[config.mk]
export PLATFORM = sky130hd
export DESIGN_NAME = iob_2p_mem_fifo_ctrl_flat
export DESIGN_NICKNAME = d
export VERILOG_FILES = /design/src/rtl/iob_2p_mem_fifo_ctrl_if.sv /design/src/rtl/iob_2p_mem_fifo_ctrl.sv /design/src/flat_wrapper.sv
export SDC_FILE = /design/constraint.sdc
export NUM_CORES = 1
export LEC_CHECK = 0
export CORE_MARGIN = 5
export CORE_UTILIZATION = 45
export CTS_CLUSTER_SIZE = 30
export DETAILED_ROUTE_END_ITERATION = 8
export GPL_ROUTABILITY_DRIVEN = 0
export PLACE_DENSITY = 0.86
export SKIP_CTS_REPAIR_TIMING = 1
export SYNTH_ARGS = -nofsm -noshare
export SYNTH_HDL_FRONTEND = slang
export SYNTH_SLANG_ARGS = --single-unit
[constraint.sdc]
create_clock -name clk -period 3.8 [get_ports clk]
set_input_delay 0.57 -clock clk [delete_from_list [all_inputs] [get_ports clk]]
set_output_delay 0.57 -clock clk [all_outputs]
set_load 0.02 [all_outputs]
[src/rtl/iob_2p_mem_fifo_ctrl_if.sv]
// Handshake and memory-port bundle for the two-port memory FIFO controller.
// The slave modport is the controller. The master modport is the producer,
// the consumer and the attached two-port memory taken together.
interface iob_2p_mem_fifo_ctrl_if #(
  parameter int DATA_W = 8,
  parameter int ADDR_W = 6
);
  // write side
  logic [DATA_W-1:0] in_data;
  logic              in_valid;
  logic              in_ready;
  // read side
  logic [DATA_W-1:0] out_data;
  logic              out_valid;
  logic              out_ready;
  // two-port memory (asynchronous read)
  logic              mem_w_en;
  logic [ADDR_W-1:0] mem_w_addr;
  logic [DATA_W-1:0] mem_data_in;
  logic [ADDR_W-1:0] mem_r_addr;
  logic [DATA_W-1:0] mem_data_out;
  // status
  logic [ADDR_W:0]   level;
  logic              full;
  logic              empty;

  modport slave (
    input  in_data, in_valid, out_ready, mem_data_out,
    output in_ready, out_data, out_valid,
    output mem_w_en, mem_w_addr, mem_data_in, mem_r_addr,
    output level, full, empty
  );

  modport master (
    output in_data, in_valid, out_ready, mem_data_out,
    input  in_ready, out_data, out_valid,
    input  mem_w_en, mem_w_addr, mem_data_in, mem_r_addr,
    input  level, full, empty
  );
endinterface

[src/rtl/iob_2p_mem_fifo_ctrl.sv]
// FIFO controller for an external two-port memory with an asynchronous read port.
// Words are written straight into memory. They are prefetched from memory into
// a registered output stage, so the FIFO can hold up to D+1 words.
module iob_2p_mem_fifo_ctrl #(
  parameter int DATA_W = 8,
  parameter int ADDR_W = 6
) (
  input  logic                      clk,
  input  logic                      rst,
  iob_2p_mem_fifo_ctrl_if.slave     bus
);

  localparam logic [ADDR_W:0]   CNT_ZERO  = {(ADDR_W+1){1'b0}};
  localparam logic [ADDR_W:0]   CNT_ONE   = {{ADDR_W{1'b0}}, 1'b1};
  localparam logic [ADDR_W:0]   CNT_FULL  = {1'b1, {ADDR_W{1'b0}}};
  localparam logic [ADDR_W-1:0] PTR_ZERO  = {ADDR_W{1'b0}};
  localparam logic [ADDR_W-1:0] PTR_ONE   = {{(ADDR_W-1){1'b0}}, 1'b1};
  localparam logic [DATA_W-1:0] DATA_ZERO = {DATA_W{1'b0}};

  logic [ADDR_W-1:0] wptr_q, wptr_d;
  logic [ADDR_W-1:0] rptr_q, rptr_d;
  logic [ADDR_W:0]   mem_cnt_q, mem_cnt_d;
  logic [DATA_W-1:0] out_data_q, out_data_d;
  logic              out_valid_q, out_valid_d;

  logic full_s;
  logic push_s;
  logic load_s;

  // Handshake decode. It uses registered state only, so a load never frees a
  // slot within the same cycle. Reset blocks the memory write on its own edge.
  always_comb begin
    full_s = (mem_cnt_q == CNT_FULL);
    push_s = bus.in_valid && !full_s && !rst;
    load_s = (mem_cnt_q != CNT_ZERO) && (!out_valid_q || bus.out_ready);
  end

  // Next-state computation for the pointers, the memory count and the output stage.
  always_comb begin
    wptr_d      = wptr_q;
    rptr_d      = rptr_q;
    mem_cnt_d   = mem_cnt_q;
    out_data_d  = out_data_q;
    out_valid_d = out_valid_q;

    if (push_s) begin
      wptr_d = wptr_q + PTR_ONE;
    end else begin
      wptr_d = wptr_q;
    end

    if (load_s) begin
      rptr_d      = rptr_q + PTR_ONE;
      out_data_d  = bus.mem_data_out;
      out_valid_d = 1'b1;
    end else if (out_valid_q && bus.out_ready) begin
      out_valid_d = 1'b0;
    end else begin
      out_valid_d = out_valid_q;
    end

    case ({push_s, load_s})
      2'b10:   mem_cnt_d = mem_cnt_q + CNT_ONE;
      2'b01:   mem_cnt_d = mem_cnt_q - CNT_ONE;
      default: mem_cnt_d = mem_cnt_q;
    endcase
  end

  // State registers with a synchronous reset that overrides any push or load.
  always_ff @(posedge clk) begin
    if (rst) begin
      wptr_q      <= PTR_ZERO;
      rptr_q      <= PTR_ZERO;
      mem_cnt_q   <= CNT_ZERO;
      out_data_q  <= DATA_ZERO;
      out_valid_q <= 1'b0;
    end else begin
      wptr_q      <= wptr_d;
      rptr_q      <= rptr_d;
      mem_cnt_q   <= mem_cnt_d;
      out_data_q  <= out_data_d;
      out_valid_q <= out_valid_d;
    end
  end

  assign bus.in_ready    = !full_s;
  assign bus.mem_w_en    = push_s;
  assign bus.mem_w_addr  = wptr_q;
  assign bus.mem_data_in = bus.in_data;
  assign bus.mem_r_addr  = rptr_q;
  assign bus.out_data    = out_data_q;
  assign bus.out_valid   = out_valid_q;
  assign bus.level       = mem_cnt_q + {{ADDR_W{1'b0}}, out_valid_q};
  assign bus.full        = full_s;
  assign bus.empty       = (mem_cnt_q == CNT_ZERO) && !out_valid_q;

endmodule

[src/flat_wrapper.sv]
// flat-port wrapper written by rule: the top's interface ports become plain ports
module iob_2p_mem_fifo_ctrl_flat 
#(
  parameter int DATA_W = 8,
  parameter int ADDR_W = 6
)
  (clk, rst, bus_in_data, bus_in_valid, bus_out_ready, bus_mem_data_out, bus_in_ready, bus_out_data, bus_out_valid, bus_mem_w_en, bus_mem_w_addr, bus_mem_data_in, bus_mem_r_addr, bus_level, bus_full, bus_empty);
  iob_2p_mem_fifo_ctrl_if #(.DATA_W(DATA_W), .ADDR_W(ADDR_W)) bus_i ();
  input  logic clk;
  input  logic rst;
  input wire logic [$bits(bus_i.in_data)-1:0] bus_in_data;
  input wire logic [$bits(bus_i.in_valid)-1:0] bus_in_valid;
  input wire logic [$bits(bus_i.out_ready)-1:0] bus_out_ready;
  input wire logic [$bits(bus_i.mem_data_out)-1:0] bus_mem_data_out;
  output wire logic [$bits(bus_i.in_ready)-1:0] bus_in_ready;
  output wire logic [$bits(bus_i.out_data)-1:0] bus_out_data;
  output wire logic [$bits(bus_i.out_valid)-1:0] bus_out_valid;
  output wire logic [$bits(bus_i.mem_w_en)-1:0] bus_mem_w_en;
  output wire logic [$bits(bus_i.mem_w_addr)-1:0] bus_mem_w_addr;
  output wire logic [$bits(bus_i.mem_data_in)-1:0] bus_mem_data_in;
  output wire logic [$bits(bus_i.mem_r_addr)-1:0] bus_mem_r_addr;
  output wire logic [$bits(bus_i.level)-1:0] bus_level;
  output wire logic [$bits(bus_i.full)-1:0] bus_full;
  output wire logic [$bits(bus_i.empty)-1:0] bus_empty;
  assign bus_i.in_data = bus_in_data;
  assign bus_i.in_valid = bus_in_valid;
  assign bus_i.out_ready = bus_out_ready;
  assign bus_i.mem_data_out = bus_mem_data_out;
  assign bus_in_ready = bus_i.in_ready;
  assign bus_out_data = bus_i.out_data;
  assign bus_out_valid = bus_i.out_valid;
  assign bus_mem_w_en = bus_i.mem_w_en;
  assign bus_mem_w_addr = bus_i.mem_w_addr;
  assign bus_mem_data_in = bus_i.mem_data_in;
  assign bus_mem_r_addr = bus_i.mem_r_addr;
  assign bus_level = bus_i.level;
  assign bus_full = bus_i.full;
  assign bus_empty = bus_i.empty;
  iob_2p_mem_fifo_ctrl #(.DATA_W(DATA_W), .ADDR_W(ADDR_W)) u_core (.clk(clk), .rst(rst), .bus(bus_i));
endmodule
; ---- Word-level counts from Yosys, hierarchy flattened
; Index checks and enable logic that the tools add are counted.
[totals]
reg_bits = 28
inputBits = 20
output_inout_bits = 40
word_cells = 29
[classes]
add_sub_neg = 5
n_eq_ne = 3
muxes = 3
reduce_logical = 13
[op_table]
columns = op, count
row1 = 7-bit one-hot mux with 2 select lines, 1
row2 = "6-bit by 1-bit adder with 6-bit output, second input constant", 2
row3 = 7-bit by 1-bit adder with 7-bit output, 1
row4 = "7-bit by 1-bit adder with 7-bit output, second input constant", 1
row5 = "7-bit equality test, second input constant", 1
row6 = 7-bit logical NOT, 1
row7 = 7-bit nonzero test, 1
row8 = "7-bit by 1-bit subtractor with 7-bit output, second input constant", 1
row9 = 1-bit logical AND, 5
row10 = 2-bit nonzero test, 2
row11 = 1-bit logical NOT, 3
row12 = "2-bit by 1-bit equality test with 1-bit output, second input constant", 1
row13 = "2-bit equality test, second input constant", 1
row14 = 1-bit two-way mux, 2
row15 = 1-bit logical OR, 1

; ---- Logic depth before layout (Yosys ltp)
[logic_depth]
depth_word = 6
ltp_mapped = 11

; ---- Worst setup path before layout
; Ideal clock, no wire load.
[synth_path]
path_type = register to register
startpoint = register u_core.mem_cnt_q[0]
endpoint = register u_core.mem_cnt_q[6]
t_arrival_ns = 3.010
t_required_ns = 3.679
slack_ns = 0.669
path_stages_with_launch = 11
n_path_buf = 1
cell_sequence = dfxtp_1 -> or4_4 -> o41ai_4 -> inv_2 -> buf_6 -> ha_1 -> ha_1 -> or2_2 -> o21a_1 -> o211ai_1 -> mux2_2
[synth_rtl]
columns = item, line_no
row1 = from (decl), iob_2p_mem_fifo_ctrl.sv:22  ; logic [ADDR_W:0] mem_cnt_q, mem_cnt_d;
row2 = from (signal assigned), iob_2p_mem_fifo_ctrl.sv:80  ; mem_cnt_q <= mem_cnt_d;
row3 = 7-bit nonzero test (*), iob_2p_mem_fifo_ctrl.sv:35  ; load_s = (mem_cnt_q != CNT_ZERO) && (!out_valid_q || bus.out_ready);
row4 = 1-bit logical AND (*), iob_2p_mem_fifo_ctrl.sv:35
row5 = via u_core.load_s, iob_2p_mem_fifo_ctrl.sv:28  ; logic load_s;
row6 = 2-bit by 1-bit equality test with 1-bit output / 2-bit equality test (equally long branches), iob_2p_mem_fifo_ctrl.sv:62  ; case ({push_s, load_s})
row7 = 7-bit one-hot mux with 2 select lines / 2-bit nonzero test (equally long branches), --
; The timed path passes the listed nets; every way through them passes the cells marked *.
; A chain may end at the register's enable or synchronous reset.

; ---- Worst setup path in the final report
[layout_path]
startpoint = register u_core.mem_cnt_q[2]
endpoint = register u_core.mem_cnt_q[6]
[layout_via]
elab_chain_cells = 6
[layout_lines]
columns = item, line_no
row1 = 7-bit equality test, iob_2p_mem_fifo_ctrl.sv:33  ; full_s = (mem_cnt_q == CNT_FULL);
row2 = 1-bit logical NOT, iob_2p_mem_fifo_ctrl.sv:34  ; push_s = bus.in_valid && !full_s && !rst;
row3 = 1-bit logical AND (2 in a row), iob_2p_mem_fifo_ctrl.sv:34
row4 = 2-bit by 1-bit equality test with 1-bit output / 2-bit equality test (equally long branches), iob_2p_mem_fifo_ctrl.sv:62
row5 = 7-bit one-hot mux with 2 select lines / 2-bit nonzero test (equally long branches), --
; Parallel ways exist; a longest one is shown, timed or not.

==> impl_metrics.yaml <==
global_route:
  grt_usage_pct: 14.31
  groute.layer.met1.usage_pct: 17.12
  busiest_layer: "met2"
  grt_pass1_wl_mm: 6.003
  met2_usage_pct: 22.66
  grt_pass1_vias: 1347
  grt_max_degree: 32
  antenna_found_initial: 0
  grt_overflow: 0
  grt_use_met3_pct: 7.386
pwr:
  swShare_pct: 41.79
  power_density_nw_per_um2: 762.7
  comb_power_share_pct: 58.0
  p_sw_mw: 0.6797
  ir_worst_vdd_uv: 411.8
  p_int_mw: 0.9465
  p_leak_nw: 0.8682
  seq_power_share_pct: 27.6
  clock_power_share_pct: 14.4
floorplanning:
  die_y_um: 70.77
  boundaryPins: 60
  coreArea_um2: 3606
  die_area_um2: 5008
  num_rows: 22
  start_util_pct: 46.08
  die_w_um: 70.77
placement:
  dp.cells: 264
  port_buffers: 43
  hpwlAfterDp_mm: 2.700
  dpl_worst_slack_ps: 614.4
outcome:
  status: "complete, no violations"
timing:
  period_share_pct: 84.18
  tns_ps: 0
  finalSetupViolCount: 0
  fmax_mhz: 312.6
  slew_headroom_pct: 67.80
  setup_slack_ps: 601.3
  tightest_slew_ps: 478.5
  fin_skew_ps: 1.050
  hold_violations: 0
  post-route-min-period_ps: 3199
  rsz0062_at_grt: "false"
  drv_slew: 0
  fin_hold_ws_ps: 484.1
clock_network:
  cts.htree.levels: 1
  worstSkewPairLatency_ps: 280
  clockRootBuffer: "clkbuf_8"
  cts_buffer_depth: 2
  clk_pin_slew_ps: 90
  cts_tree: "done"
  cts_sinks: 28
  numCtsBuffers: 3
worst_setup_path:
  slowest_stage: "nor4_1"
  critPathArrivalTime_ps: 3370
  critPathLaunchType: "flip-flop"
  setup.worst_path.end_class: "flip-flop"
  path_delay_family: "simple AND/OR/NAND/NOR gates"
  cp_cell_sequence: "nor4_1, nand3_1, nand3_1, ha_1, inv_1, fa_1, nor2b_1, o211ai_1, o211ai_1, mux2_2"
  critPathKind: "flip-flop to flip-flop"
  critPathMaxFanout: 10
  critPathBufInv: 1
  slowest_delay_ps: 500
  critical_path_required_ps: 3980
synth:
  synth-seq-cells: 28
  synth.area.top_cells: "dfxtp_1, ha_1, mux2i_1, nor2_1, a21oi_1"
  avgSynthCellArea_um2: 9.030
  synth_top_area_share_pct: 33.73
  ys_warn_count: 0
  synth_top_area_cell: "dfxtp_1"
  ys_seq_area_share_pct: 33.73
  synth_cell_type_count: 45
  syn-num-nets: 215
  netlist_area_um2: 1662
  syn_inst: 184
layout:
  drive_above_1_share_pct: 9.545
  finalNetCount: 252
  area.growth.synth_to_final_pct: 28.31
  layout.cells.non_filler: 268
  post-route-util_pct: 59.13
  antenna_cells: 0
detailed_routing:
  routed-via-count: 1411
  drcViolationCount: 0
  drt_iter0_markers: 69
  routed_wl_mm: 3.639
  routedWlPerCell_um: 13.58
  antenna_left: 0
  via_per_inst: 5.265
  dr.pass1.iters: 4
job:
  max_cap_viol_count: 0
hold_path:
  min_path_type: "flip-flop to flip-flop"
## worst paths after layout
kind                            startpoint                        to  slack, ps  cells after the start
setup / recovery       u_core.mem_cnt_q[2]       u_core.mem_cnt_q[6]        600                     10
hold / removal    u_core.bus.mem_w_addr[5]  u_core.bus.mem_w_addr[5]        480                      2
setup reg to reg       u_core.mem_cnt_q[2]       u_core.mem_cnt_q[6]        600                     10
hold reg to reg   u_core.bus.mem_w_addr[5]  u_core.bus.mem_w_addr[5]        480                      2
## worst reg2reg max path, stage by stage, from the launching register on
cell and delay, ps:
dfxtp_1 400, nor4_1 500, nand3_1 240, nand3_1 190, ha_1 390, inv_1 120
fa_1 390, nor2b_1 260, o211ai_1 140, o211ai_1 110, mux2_2 350
## cell usage in the layout (no fill, tap or decap), types with 9 or more instances in the layout
cell type        count
nand3_1             10
clkdlybuf4s50_1     43
inv_1               10
nor2_1              21
a21oi_1             14
dfxtp_1             28
ha_1                10
mux2i_1              9
## synth_stat cells
library cell	instances
dfxtp_1	28
nor2_1	21
a21oi_1	14
ha_1	10
inv_1	10
nand3_1	10
mux2i_1	9
buf_4	8
nand2_1	5
o21ai_0	5
xnor2_1	5
xor2_1	5
nor3_1	4
clkbuf_1	3
o31ai_1	3
a31oi_1	2
and3_1	2
buf_6	2
clkbuf_8	2
nand4_1	2
nor2b_1	2
nor3b_1	2
nor4b_1	2
o211ai_1	2
o21a_1	2
o41ai_4	2
or3_1	2
or3_2	2
or4_1	2
a211o_1	1
a21o_1	1
a21o_2	1
a31o_2	1
and2_1	1
fa_1	1
inv_2	1
mux2_2	1
nand3b_1	1
nor4_1	1
nor4bb_1	1
or2_2	1
or2b_2	1
or4_2	1
or4_4	1
or4b_2	1
## state kept, by name (all words and copies together), names as in the netlist
name                   cells
u_core.bus.out_data        8
u_core.bus.mem_w_addr      6
u_core.mem_cnt_q           7
u_core.bus.out_valid       1
u_core.bus.mem_r_addr      6
## per-layer routing
layer / vias up / wire length [um]
li1: 719 / -
met1: 638 / 1588
met2: 50 / 1645
met3: 4 / 389
met4: 0 / 16
met5: - / 0
## stage by stage
| stage | instance area [um2] | power, mW |
|---|---|---|
| 2_1_floorplan | 1662 | 1.119 |
| 3_3_place_gp | 2061 | 1.373 |
| 3_5_place_dp | 2061 | 1.391 |
| 4_1_cts | 2132 | 1.629 |
| 5_1_grt | 2132 | 1.748 |
| 6_report | 2132 | 1.626 |
## power by group through the flow
stage	sequential, mW	combinational (mW)	clock (mW)
2_1_floorplan	0.485	0.633	0
3_3_place_gp	0.451	0.922	0
3_5_place_dp	0.451	0.940	0
4_1_cts	0.446	0.945	0.239
5_1_grt	0.460	1.04	0.253
6_report	0.448	0.943	0.235
## logic make-up after synthesis
logic type               synth area share [%]
buffers and inverters                   9.789
flip-flops                              33.74
XOR/XNOR                                5.271
AO/OA/AOI/OAI                           14.98
adder cells (fa/ha/maj)                 8.735
AND/OR/NAND/NOR                         21.39
multiplexers                            6.100
## cell type report
cell class                      instances  area, um2
Clock buffer                            3      41.29
Clock inverter                          1      30.03
Fill cell                             316       1474
Inverter                               11      41.29
Multi-Input combinational cell        130      938.4
Sequential cell                        28      560.5
Tap cell                               48      60.06
Timing Repair Buffer                   47      460.4
Note: power is estimated with default switching activity, not from simulation.
